--- src/rtl/mmio_uart_tx.sv ---
// mmio_uart_tx: memory-mapped 8N1 UART transmitter with a small TX FIFO.
//
// Registers (byte addresses):
//   BASE_ADDR     DATA   (write-only) a store with be[0]=1 pushes wdata[7:0]
//   BASE_ADDR+4   STATUS [0]=fifo_full [1]=fifo_empty [2]=tx_busy [3]=overflow (sticky)
//                        a store with be[0]=1 and wdata[3]=1 clears overflow
//
// Ports:
//   clk        cpu clock
//   rst_n      synchronous reset, active-low
//   bus_addr   byte address from the CPU MEM stage
//   bus_we     store strobe, one cycle per store
//   bus_be     store byte enables
//   bus_wdata  store data
//   bus_rdata  STATUS read data, registered (0 when the address misses)
//   bus_rsel   registered; 1 when the previous cycle's address hit STATUS
//   tx         serial line, idle high, registered
//   tx_busy    1 while the FIFO holds data or a frame is being sent
module mmio_uart_tx #(
  parameter int unsigned CLK_FREQ_HZ = 10_000_000,
  parameter int unsigned BAUD        = 115_200,
  parameter int unsigned FIFO_DEPTH  = 8,
  parameter logic [31:0] BASE_ADDR   = 32'h8000_0010
) (
  input  logic        clk,
  input  logic        rst_n,
  input  logic [31:0] bus_addr,
  input  logic        bus_we,
  input  logic [3:0]  bus_be,
  input  logic [31:0] bus_wdata,
  output logic [31:0] bus_rdata,
  output logic        bus_rsel,
  output logic        tx,
  output logic        tx_busy
);

  localparam int unsigned ClksPerBit = (CLK_FREQ_HZ + BAUD / 2) / BAUD;
  localparam int unsigned CntW       = (ClksPerBit > 1) ? $clog2(ClksPerBit) : 1;
  localparam int unsigned PtrW       = (FIFO_DEPTH > 1) ? $clog2(FIFO_DEPTH) : 1;
  localparam int unsigned CountW     = PtrW + 1;

  localparam logic [31:0]       StatusAddr = BASE_ADDR + 32'd4;
  localparam logic [CntW-1:0]   BcntMax    = CntW'(ClksPerBit - 1);
  localparam logic [CountW-1:0] CountFull  = CountW'(FIFO_DEPTH);

  typedef enum logic [1:0] {
    StIdle,
    StStart,
    StData,
    StStop
  } state_e;

  // State registers
  state_e            state_q, state_d;
  logic [CntW-1:0]   bcnt_q, bcnt_d;
  logic [2:0]        bidx_q, bidx_d;
  logic [7:0]        shift_q, shift_d;
  logic              tx_q, tx_d;
  logic              busy_q, busy_d;
  logic              overflow_q, overflow_d;
  logic [PtrW-1:0]   wptr_q, wptr_d;
  logic [PtrW-1:0]   rptr_q, rptr_d;
  logic [CountW-1:0] count_q, count_d;
  logic [31:0]       rdata_q, rdata_d;
  logic              rsel_q, rsel_d;

  logic [7:0] mem_q [FIFO_DEPTH];

  // Decode and FIFO control
  logic hit_data, hit_status;
  logic push_req, push, pop, drop, ovf_clear;
  logic fifo_full, fifo_empty;
  logic bcnt_last;
  logic [31:0] status;

  // Byte lanes above 0 carry nothing for either register.
  logic unused_bits;
  assign unused_bits = ^{bus_be[3:1], bus_wdata[31:8]};

  assign hit_data   = (bus_addr == BASE_ADDR);
  assign hit_status = (bus_addr == StatusAddr);
  assign fifo_empty = (count_q == '0);
  assign fifo_full  = (count_q == CountFull);
  assign push_req   = bus_we & hit_data & bus_be[0];
  assign ovf_clear  = bus_we & hit_status & bus_be[0] & bus_wdata[3];
  // The FSM only takes a byte while idle; that pop frees a slot for a same-cycle push.
  assign pop        = (state_q == StIdle) & ~fifo_empty;
  assign push       = push_req & (~fifo_full | pop);
  assign drop       = push_req & fifo_full & ~pop;
  assign bcnt_last  = (bcnt_q == BcntMax);

  assign status = {28'd0, overflow_q, busy_q, fifo_empty, fifo_full};

  // FIFO bookkeeping and bus-side registers
  always_comb begin
    wptr_d     = wptr_q;
    rptr_d     = rptr_q;
    count_d    = count_q;
    overflow_d = overflow_q;
    rdata_d    = 32'd0;
    rsel_d     = 1'b0;

    if (push) begin
      wptr_d = wptr_q + PtrW'(1);
    end
    if (pop) begin
      rptr_d = rptr_q + PtrW'(1);
    end
    case ({push, pop})
      2'b10:   count_d = count_q + CountW'(1);
      2'b01:   count_d = count_q - CountW'(1);
      default: count_d = count_q;
    endcase

    // A dropped byte wins over a clear in the same cycle so no loss goes unreported.
    if (drop) begin
      overflow_d = 1'b1;
    end else if (ovf_clear) begin
      overflow_d = 1'b0;
    end

    if (hit_status) begin
      rdata_d = status;
      rsel_d  = 1'b1;
    end
  end

  // Transmit FSM next-state and line output
  always_comb begin
    state_d = state_q;
    bcnt_d  = bcnt_q;
    bidx_d  = bidx_q;
    shift_d = shift_q;
    tx_d    = 1'b1;

    case (state_q)
      StIdle: begin
        tx_d = 1'b1;
        if (pop) begin
          shift_d = mem_q[rptr_q];
          bcnt_d  = '0;
          state_d = StStart;
        end
      end
      StStart: begin
        tx_d = 1'b0;
        if (bcnt_last) begin
          bcnt_d  = '0;
          bidx_d  = 3'd0;
          state_d = StData;
        end else begin
          bcnt_d = bcnt_q + CntW'(1);
        end
      end
      StData: begin
        tx_d = shift_q[0];
        if (bcnt_last) begin
          bcnt_d  = '0;
          shift_d = {1'b0, shift_q[7:1]};
          if (bidx_q == 3'd7) begin
            state_d = StStop;
          end else begin
            bidx_d = bidx_q + 3'd1;
          end
        end else begin
          bcnt_d = bcnt_q + CntW'(1);
        end
      end
      StStop: begin
        tx_d = 1'b1;
        if (bcnt_last) begin
          bcnt_d  = '0;
          state_d = StIdle;
        end else begin
          bcnt_d = bcnt_q + CntW'(1);
        end
      end
      default: begin
        state_d = StIdle;
      end
    endcase

    busy_d = (count_d != '0) | (state_d != StIdle);
  end

  always_ff @(posedge clk) begin
    if (!rst_n) begin
      state_q    <= StIdle;
      bcnt_q     <= '0;
      bidx_q     <= 3'd0;
      shift_q    <= 8'd0;
      tx_q       <= 1'b1;
      busy_q     <= 1'b0;
      overflow_q <= 1'b0;
      wptr_q     <= '0;
      rptr_q     <= '0;
      count_q    <= '0;
      rdata_q    <= 32'd0;
      rsel_q     <= 1'b0;
    end else begin
      state_q    <= state_d;
      bcnt_q     <= bcnt_d;
      bidx_q     <= bidx_d;
      shift_q    <= shift_d;
      tx_q       <= tx_d;
      busy_q     <= busy_d;
      overflow_q <= overflow_d;
      wptr_q     <= wptr_d;
      rptr_q     <= rptr_d;
      count_q    <= count_d;
      rdata_q    <= rdata_d;
      rsel_q     <= rsel_d;
    end
  end

  // Storage needs no reset; count/pointers define which entries are valid.
  always_ff @(posedge clk) begin
    if (push) begin
      mem_q[wptr_q] <= bus_wdata[7:0];
    end
  end

  assign tx        = tx_q;
  assign tx_busy   = busy_q;
  assign bus_rdata = rdata_q;
  assign bus_rsel  = rsel_q;

endmodule

--- config.mk ---
export PLATFORM = sky130hd
export DESIGN_NAME = mmio_uart_tx
export DESIGN_NICKNAME = d
export VERILOG_FILES = /design/src/rtl/mmio_uart_tx.sv
export SDC_FILE = /design/constraint.sdc
export NUM_CORES = 1
export LEC_CHECK = 0
export CAP_MARGIN = 0
export CORE_ASPECT_RATIO = 0.9
export CORE_MARGIN = 5
export CORE_UTILIZATION = 54
export CTS_CLUSTER_SIZE = 10
export DETAILED_ROUTE_END_ITERATION = 12
export MAX_ROUTING_LAYER = met4
export PLACE_DENSITY = 0.83
export SYNTH_ARGS = -nofsm -noshare
export SYNTH_HDL_FRONTEND = slang
export SYNTH_SLANG_ARGS = --single-unit
--- constraint.sdc ---
create_clock -name clk -period 6.1 [get_ports clk]
set_clock_uncertainty 0.1 [all_clocks]
set_input_delay 1.22 -clock clk [delete_from_list [all_inputs] [get_ports clk]]
set_output_delay 1.22 -clock clk [all_outputs]
set_load 0.02 [all_outputs]
-- Word-level counts from Yosys, hierarchy flattened
Memories as Yosys holds them, arrays and structs flattened. A register that Yosys moved wholly into a read port is not among the register bits.
Cells that the tools add are included.
- bits in registers: 66
- latch bits: 0
- RAM bits: 64
- ROM bits: 0
- input bits: 71
- word-level logic and storage cells: 85
- memories: 1
- add/subtract/negate cells: 6
- multipliers: 0
- div/mod/pow operators: 0
- order comparisons: 0
- equal/unequal tests: 14
- shift operators: 0
- multiplexer cells: 25
- bitwise gates (word level): 14
- reductions and logical operators: 12
- memory list (memory ; depth ; width ; read ports ; clocked after memory_dff ; write ports ; RTL line ; RTL):
    mem_q ; 8 ; 8 ; 1 ; 1 ; 1 ; 67 ; logic [7:0] mem_q [FIFO_DEPTH];
- operators by type and width (kind ; number):
    $eq 32x32->1 const B ; 2
    $mux 8 ; 2
    $pmux 8 s2 ; 1
    $mux 3 ; 5
    $mux 7 ; 2
    $pmux 7 s2 ; 1
    $mux 2 ; 5
    $add 3x1->3 const B ; 3
    $and 1x1->1 ; 9
    $ne 2x2->1 const B ; 4
    $pmux 2 s4 ; 1
    $pmux 4 s2 ; 1
    $reduce_bool 2->1 ; 4
    $add 7x1->7 const B ; 1
    $eq 7x7->1 const B ; 1
    $eq 2x2->1 const B ; 3
    $pmux 3 s2 ; 1
    $mux 1 ; 5
    $add 4x1->4 const B ; 1
    $eq 2x1->1 const B ; 2
    $eq 4x4->1 const B ; 1
    $logic_not 4->1 ; 1
    $reduce_and 4->1 ; 1
    $reduce_bool 4->1 ; 1
    other kinds (10) ; 13

-- Logic depth before layout (Yosys ltp)
- depth in word-level cells: 9
- mapped depth: 13

-- Worst setup path after synthesis
Ideal clock, no wire load.
- path type: input to register
- from: input bus_addr[18]
- to: register busy_q (netlist: tx_busy)
- data arrival time: 3.636 ns
- required time: 5.875 ns
- setup slack: 2.239 ns
- stages: 12
- cells stage by stage: nor4_1 > nand4_2 > nor4_2 > nand2b_1 > inv_1 > ha_1 > a21o_2 > a21oi_1 > nand2_1 > a2bb2oi_1 > xnor2_1 > o41a_1
- cells in the longest elaborated chain, start to end: 8
- elaborated cells on any way between the ends: 9
- classes of those cells: eq/ne: 3; mux: 1; bitwise: 4; reduce/logical: 1
- RTL lines (element ; RTL line ; RTL):
    start: declaration ; 27 ; input logic [31:0] bus_addr,
    $eq 32x32->1 * ; 80 ; assign hit_data = (bus_addr == BASE_ADDR);
    $and 1x1->1 * (2 in a row) ; 84 ; assign push_req = bus_we & hit_data & bus_be[0];
    $and 1x1->1 * ; 88 ; assign push = push_req & (~fifo_full | pop);
    $eq 2x1->1 / $eq 2x2->1 (equally long branches) ; 109 ; case ({push, pop})
    $pmux 4 s2 * ; 109 ;
    $reduce_bool 4->1 * ; 183 ; busy_d = (count_d != '0) | (state_d != StIdle);
    $or 1x1->1 * ; 183 ;
    end signal: assignment ; 206 ; busy_q <= busy_d;
    end: declaration ; 59 ; logic busy_q, busy_d;
Every way passes the cells marked *; elsewhere a longest branch is shown, timed or not.
A chain may end at the register's enable or synchronous reset.

-- Worst setup path in the final report
- from: input bus_addr[22]
- to: register busy_q (netlist: tx_busy)
The elaborated chain is that of the path after synthesis.

==> metrics.txt <==
# TYPE chip_impl_metric gauge
chip_impl_metric{name="route.detailed.vias_per_inst",unit=""} 5.403
chip_impl_metric{name="maximum_number_of_pins_on_one_net_before_global_route_repair",unit=""} 31
chip_impl_metric{name="power.density_cell_area",unit="nW/um^2"} 338.3
chip_impl_metric{name="drc",unit=""} 0
chip_impl_metric{name="htreeDepth",unit=""} 3
chip_impl_metric{name="worst_pin_slew",unit="ns"} 1.070
chip_impl_metric{name="ys_seq_elements",unit=""} 105
chip_impl_metric{name="tritoncts_num_sinks",unit=""} 105
chip_impl_metric{name="syn-instance-count",unit=""} 369
chip_impl_metric{name="core.rowCount",unit=""} 32
chip_impl_metric{name="synth_enable_flop_cells",unit=""} 64
chip_impl_metric{name="yosysWarningCount",unit=""} 0
chip_impl_metric{name="synth-adder-area-share",unit="%"} 3.843
chip_impl_metric{name="max_cap_viol_count",unit=""} 0
chip_impl_info{name="timing.critical_path.from_type",value="input port"} 1
chip_impl_metric{name="place_inst",unit=""} 525
chip_impl_metric{name="ports_placed_on_the_boundary",unit=""} 106
chip_impl_metric{name="postRouteWirelength",unit="um"} 8449
chip_impl_metric{name="grt_usage",unit="%"} 16.95
chip_impl_metric{name="worst_path_clk_slew",unit="ns"} 0.10
chip_impl_metric{name="final.min_clock_period",unit="ns"} 4.283
chip_impl_metric{name="setup_tns",unit="ns"} 0
chip_impl_info{name="cts.root.buffer_cell",value="sky130_fd_sc_hd__clkbuf_8"} 1
chip_impl_info{name="critical_path_class",value="in2reg"} 1
chip_impl_metric{name="number_of_buffers_on_the_longest_clock_path",unit=""} 2
chip_impl_info{name="setup_repair_after_global_routing_missed_its_margin",value="no"} 1
chip_impl_metric{name="post_synth_and_or_nand_nor_area_fraction",unit="%"} 13.45
chip_impl_info{name="outcome",value="complete, no violations"} 1
chip_impl_info{name="cts_tree",value="done"} 1
chip_impl_metric{name="number_of_global_route_vias_before_repair",unit=""} 2876
chip_impl_metric{name="io_buffer_count",unit=""} 50
chip_impl_info{name="synth_ff_type",value="sky130_fd_sc_hd__edfxtp_1"} 1
chip_impl_metric{name="synthToLayoutAreaGrowth",unit="%"} 14.69
chip_impl_metric{name="synth_xor_xnor_area_share",unit="%"} 1.290
chip_impl_metric{name="cts_hold_buf",unit=""} 0
chip_impl_metric{name="initialDrtViolationCount",unit=""} 185
chip_impl_metric{name="gr-total-overflow",unit=""} 0
chip_impl_metric{name="timing.slew.headroom",unit="%"} 28.57
chip_impl_metric{name="num-nets-final",unit=""} 502
chip_impl_info{name="final_cell_mix",value="64 x sky130_fd_sc_hd__edfxtp_1, 50 x sky130_fd_sc_hd__clkdlybuf4s50_1, 41 x sky130_fd_sc_hd__dfxtp_1, 40 x sky130_fd_sc_hd__nor2_1, 28 x sky130_fd_sc_hd__conb_1"} 1
chip_impl_info{name="synth_top_family_by_area",value="simple AND/OR/NAND/NOR gates"} 1
chip_impl_metric{name="final_count_of_hold_timing_violations",unit=""} 0
chip_impl_metric{name="regToRegSetupSlack",unit="ns"} 2.74
chip_impl_info{name="layout.cells.most_common",value="sky130_fd_sc_hd__edfxtp_1"} 1
chip_impl_metric{name="number_of_iterations_in_the_first_detailed_routing_pass",unit=""} 4
chip_impl_metric{name="max_ir_drop_vdd",unit="V"} 0.0001623
chip_impl_metric{name="grt_first_pass_wirelength",unit="um"} 13820
chip_impl_metric{name="detail_route.wl_per_cell",unit="um"} 15.62
chip_impl_metric{name="floorplan.die.height",unit="um"} 99.01
chip_impl_metric{name="routabilityCongestion",unit=""} 0.8024
chip_impl_metric{name="fraction_of_layout_instances_using_a_drive_strength_above_1",unit="%"} 11.85
chip_impl_metric{name="detailedPlacementHpwl",unit="um"} 6000
chip_impl_metric{name="die-area",unit="sq um"} 10780
chip_impl_metric{name="timing.critical_path.required",unit="ns"} 6.26
chip_impl_metric{name="post_synth_mux_area_share",unit="%"} 11.69
chip_impl_metric{name="path_max_fanout",unit=""} 6
chip_impl_metric{name="cts_setup_buffers",unit=""} 0
chip_impl_metric{name="cts-buffers-inserted",unit=""} 9
chip_impl_metric{name="worst_endpoint_data_arrival_time",unit="ns"} 4.44
chip_impl_metric{name="die_w",unit="um"} 108.9
chip_impl_metric{name="power.static_leakage",unit="nW"} 1.933
chip_impl_metric{name="synth-compound-area-share",unit="%"} 5.659
chip_impl_metric{name="diode_count",unit=""} 0
chip_impl_info{name="timing.hold.worst.class",value="reg2reg"} 1
chip_impl_metric{name="initial_antenna_violation_count",unit=""} 0
chip_impl_metric{name="clk_latency",unit="ns"} 0.37
chip_impl_metric{name="mean_syn_cell_area",unit="sq um"} 12.88
chip_impl_metric{name="share_of_the_cycle_needed_by_the_critical_path_after_routing",unit="%"} 70.21
chip_impl_metric{name="asyncSetResetFlopFracSynth",unit="%"} 0
chip_impl_metric{name="synth_seq_area_share",unit="%"} 57.70
chip_impl_metric{name="floorplan.initialDensity",unit="%"} 55.48
chip_impl_metric{name="postRouteAntennaNets",unit=""} 0
chip_impl_metric{name="setup_viol",unit=""} 0
chip_impl_metric{name="layout.cells.non_filler",unit=""} 541
chip_impl_metric{name="final-max-slew-violation-count",unit=""} 0
chip_impl_metric{name="post_cts_resized",unit=""} 0
chip_impl_metric{name="max_freq",unit="MHz"} 233.5
chip_impl_metric{name="num_vias",unit=""} 2923
chip_impl_metric{name="core",unit="sq um"} 8568
chip_impl_metric{name="synthDistinctLibCells",unit=""} 51
chip_impl_info{name="kind_of_capture_point_of_the_worst_setup_path",value="register"} 1
chip_impl_metric{name="synth_cell_area",unit="sq um"} 4753
==> synth_stat cells (2+ instances only) <==
cell type	count	share of area [%]
sky130_fd_sc_hd__o21ai_0	14	1.5
sky130_fd_sc_hd__nor4_2	4	1.1
sky130_fd_sc_hd__mux2i_1	18	3.8
sky130_fd_sc_hd__and2_1	7	0.92
sky130_fd_sc_hd__ha_1	13	3.4
sky130_fd_sc_hd__clkbuf_1	12	0.95
sky130_fd_sc_hd__nor4_1	6	0.79
sky130_fd_sc_hd__a22oi_1	3	0.47
sky130_fd_sc_hd__a21oi_1	9	0.95
sky130_fd_sc_hd__nand3_1	6	0.63
sky130_fd_sc_hd__edfxtp_1	64	40
sky130_fd_sc_hd__nor3b_1	4	0.63
sky130_fd_sc_hd__xor2_1	2	0.37
sky130_fd_sc_hd__nor2_1	40	3.2
sky130_fd_sc_hd__nor3_1	5	0.53
sky130_fd_sc_hd__buf_2	2	0.21
sky130_fd_sc_hd__nor4b_2	2	0.63
sky130_fd_sc_hd__dfxtp_1	41	17
sky130_fd_sc_hd__a21boi_0	2	0.32
sky130_fd_sc_hd__and3_1	3	0.39
sky130_fd_sc_hd__nor2b_1	2	0.26
sky130_fd_sc_hd__and3b_1	2	0.37
sky130_fd_sc_hd__nand2_1	23	1.8
sky130_fd_sc_hd__inv_1	8	0.63
sky130_fd_sc_hd__nand2b_1	3	0.39
sky130_fd_sc_hd__xnor2_1	5	0.92
sky130_fd_sc_hd__nand4_2	2	0.53
sky130_fd_sc_hd__mux4_2	16	7.6
sky130_fd_sc_hd__or3_1	2	0.26
sky130_fd_sc_hd__buf_4	28	4.4
==> cell families (layout without fill, tap and decap cells) <==
logic type / count (synthesis) / count (layout)
mux: 35 / 35
fa+ha+maj: 14 / 14
compound gates: 39 / 39
simple gates: 117 / 117
buf+inv: 51 / 77
xor+xnor: 7 / 7
other cells: 1 / 28
flops: 105 / 105
==> where the power goes <==
part	switching [mW]	internal, mW
combinational	0.262	0.278
clock	0.251	0.160
sequential	0.0846	0.809
==> per-stage QoR <==
| step | setup slack (ns) | area [sq um] | total power, mW | util [%] | hold slack (ns) |
|---|---|---|---|---|---|
| after CTS | 1.832 | 5451 | 1.854 | 63.62 | 0.3747 |
| final | 1.817 | 5451 | 1.844 | 63.62 | 0.3694 |
| after global placement | 1.536 | 5263 | 1.424 | 61.42 | 0.3347 |
| after floorplan | 2.239 | 4855 | 1.325 | - | 0.3356 |
| after global routing | 1.576 | 5451 | 1.957 | 63.62 | 0.3893 |
| after detailed placement | 1.430 | 5263 | 1.449 | 61.42 | 0.3504 |
==> worst max-delay path, cell delays in order <==
cell and delay, ns:
sky130_fd_sc_hd__clkdlybuf4s50_1 0.41, sky130_fd_sc_hd__nor4_1 0.37, sky130_fd_sc_hd__nand4_2 0.25, sky130_fd_sc_hd__nor4_2 0.50
sky130_fd_sc_hd__nand2b_1 0.21, sky130_fd_sc_hd__inv_1 0.07, sky130_fd_sc_hd__ha_1 0.28, sky130_fd_sc_hd__a21o_2 0.21
sky130_fd_sc_hd__a21oi_1 0.17, sky130_fd_sc_hd__nand2_1 0.07, sky130_fd_sc_hd__a2bb2oi_1 0.17, sky130_fd_sc_hd__xnor2_1 0.19
sky130_fd_sc_hd__o41a_1 0.31
==> path summary, 6_finish.rpt <==
path,start,to,cells past startpoint
setup / recovery,bus_addr[22],tx_busy,13
hold / removal,tx_busy,bus_rdata[2],1
setup reg to reg,state_q[1],tx_busy,12
hold reg to reg,tx_busy,bus_rdata[2],1
==> registers in the layout, summed over array words and instances (netlist names), named ones only <==
register    flops
mem_q          64
shift_q         8
bcnt_q          7
bus_rdata       4
count_q         4
bidx_q          3
rptr_q          3
wptr_q          3
state_q         2
bus_rsel        1
overflow_q      1
tx              1
tx_busy         1
==> metal layers <==
layer  vias up  track usage, %  part of all wire [%]
li1       1399               -                     -
met1      1417           22.35                    45
met2        97           27.38                    49
met3        10           2.816                   5.2
met4         0           4.369                   1.0
met5         -               -                     0
==> layout make-up <==
cell class,instances,area (sq um)
clock buffers,9,123.9
clock inverters,7,65.06
fillers,642,3117
inverters,8,30.03
multi-input cells,240,1818
flip-flops and latches,105,2743
well taps,119,148.9
repair buffers,53,523.0
(Power assumes the default switching activity.)
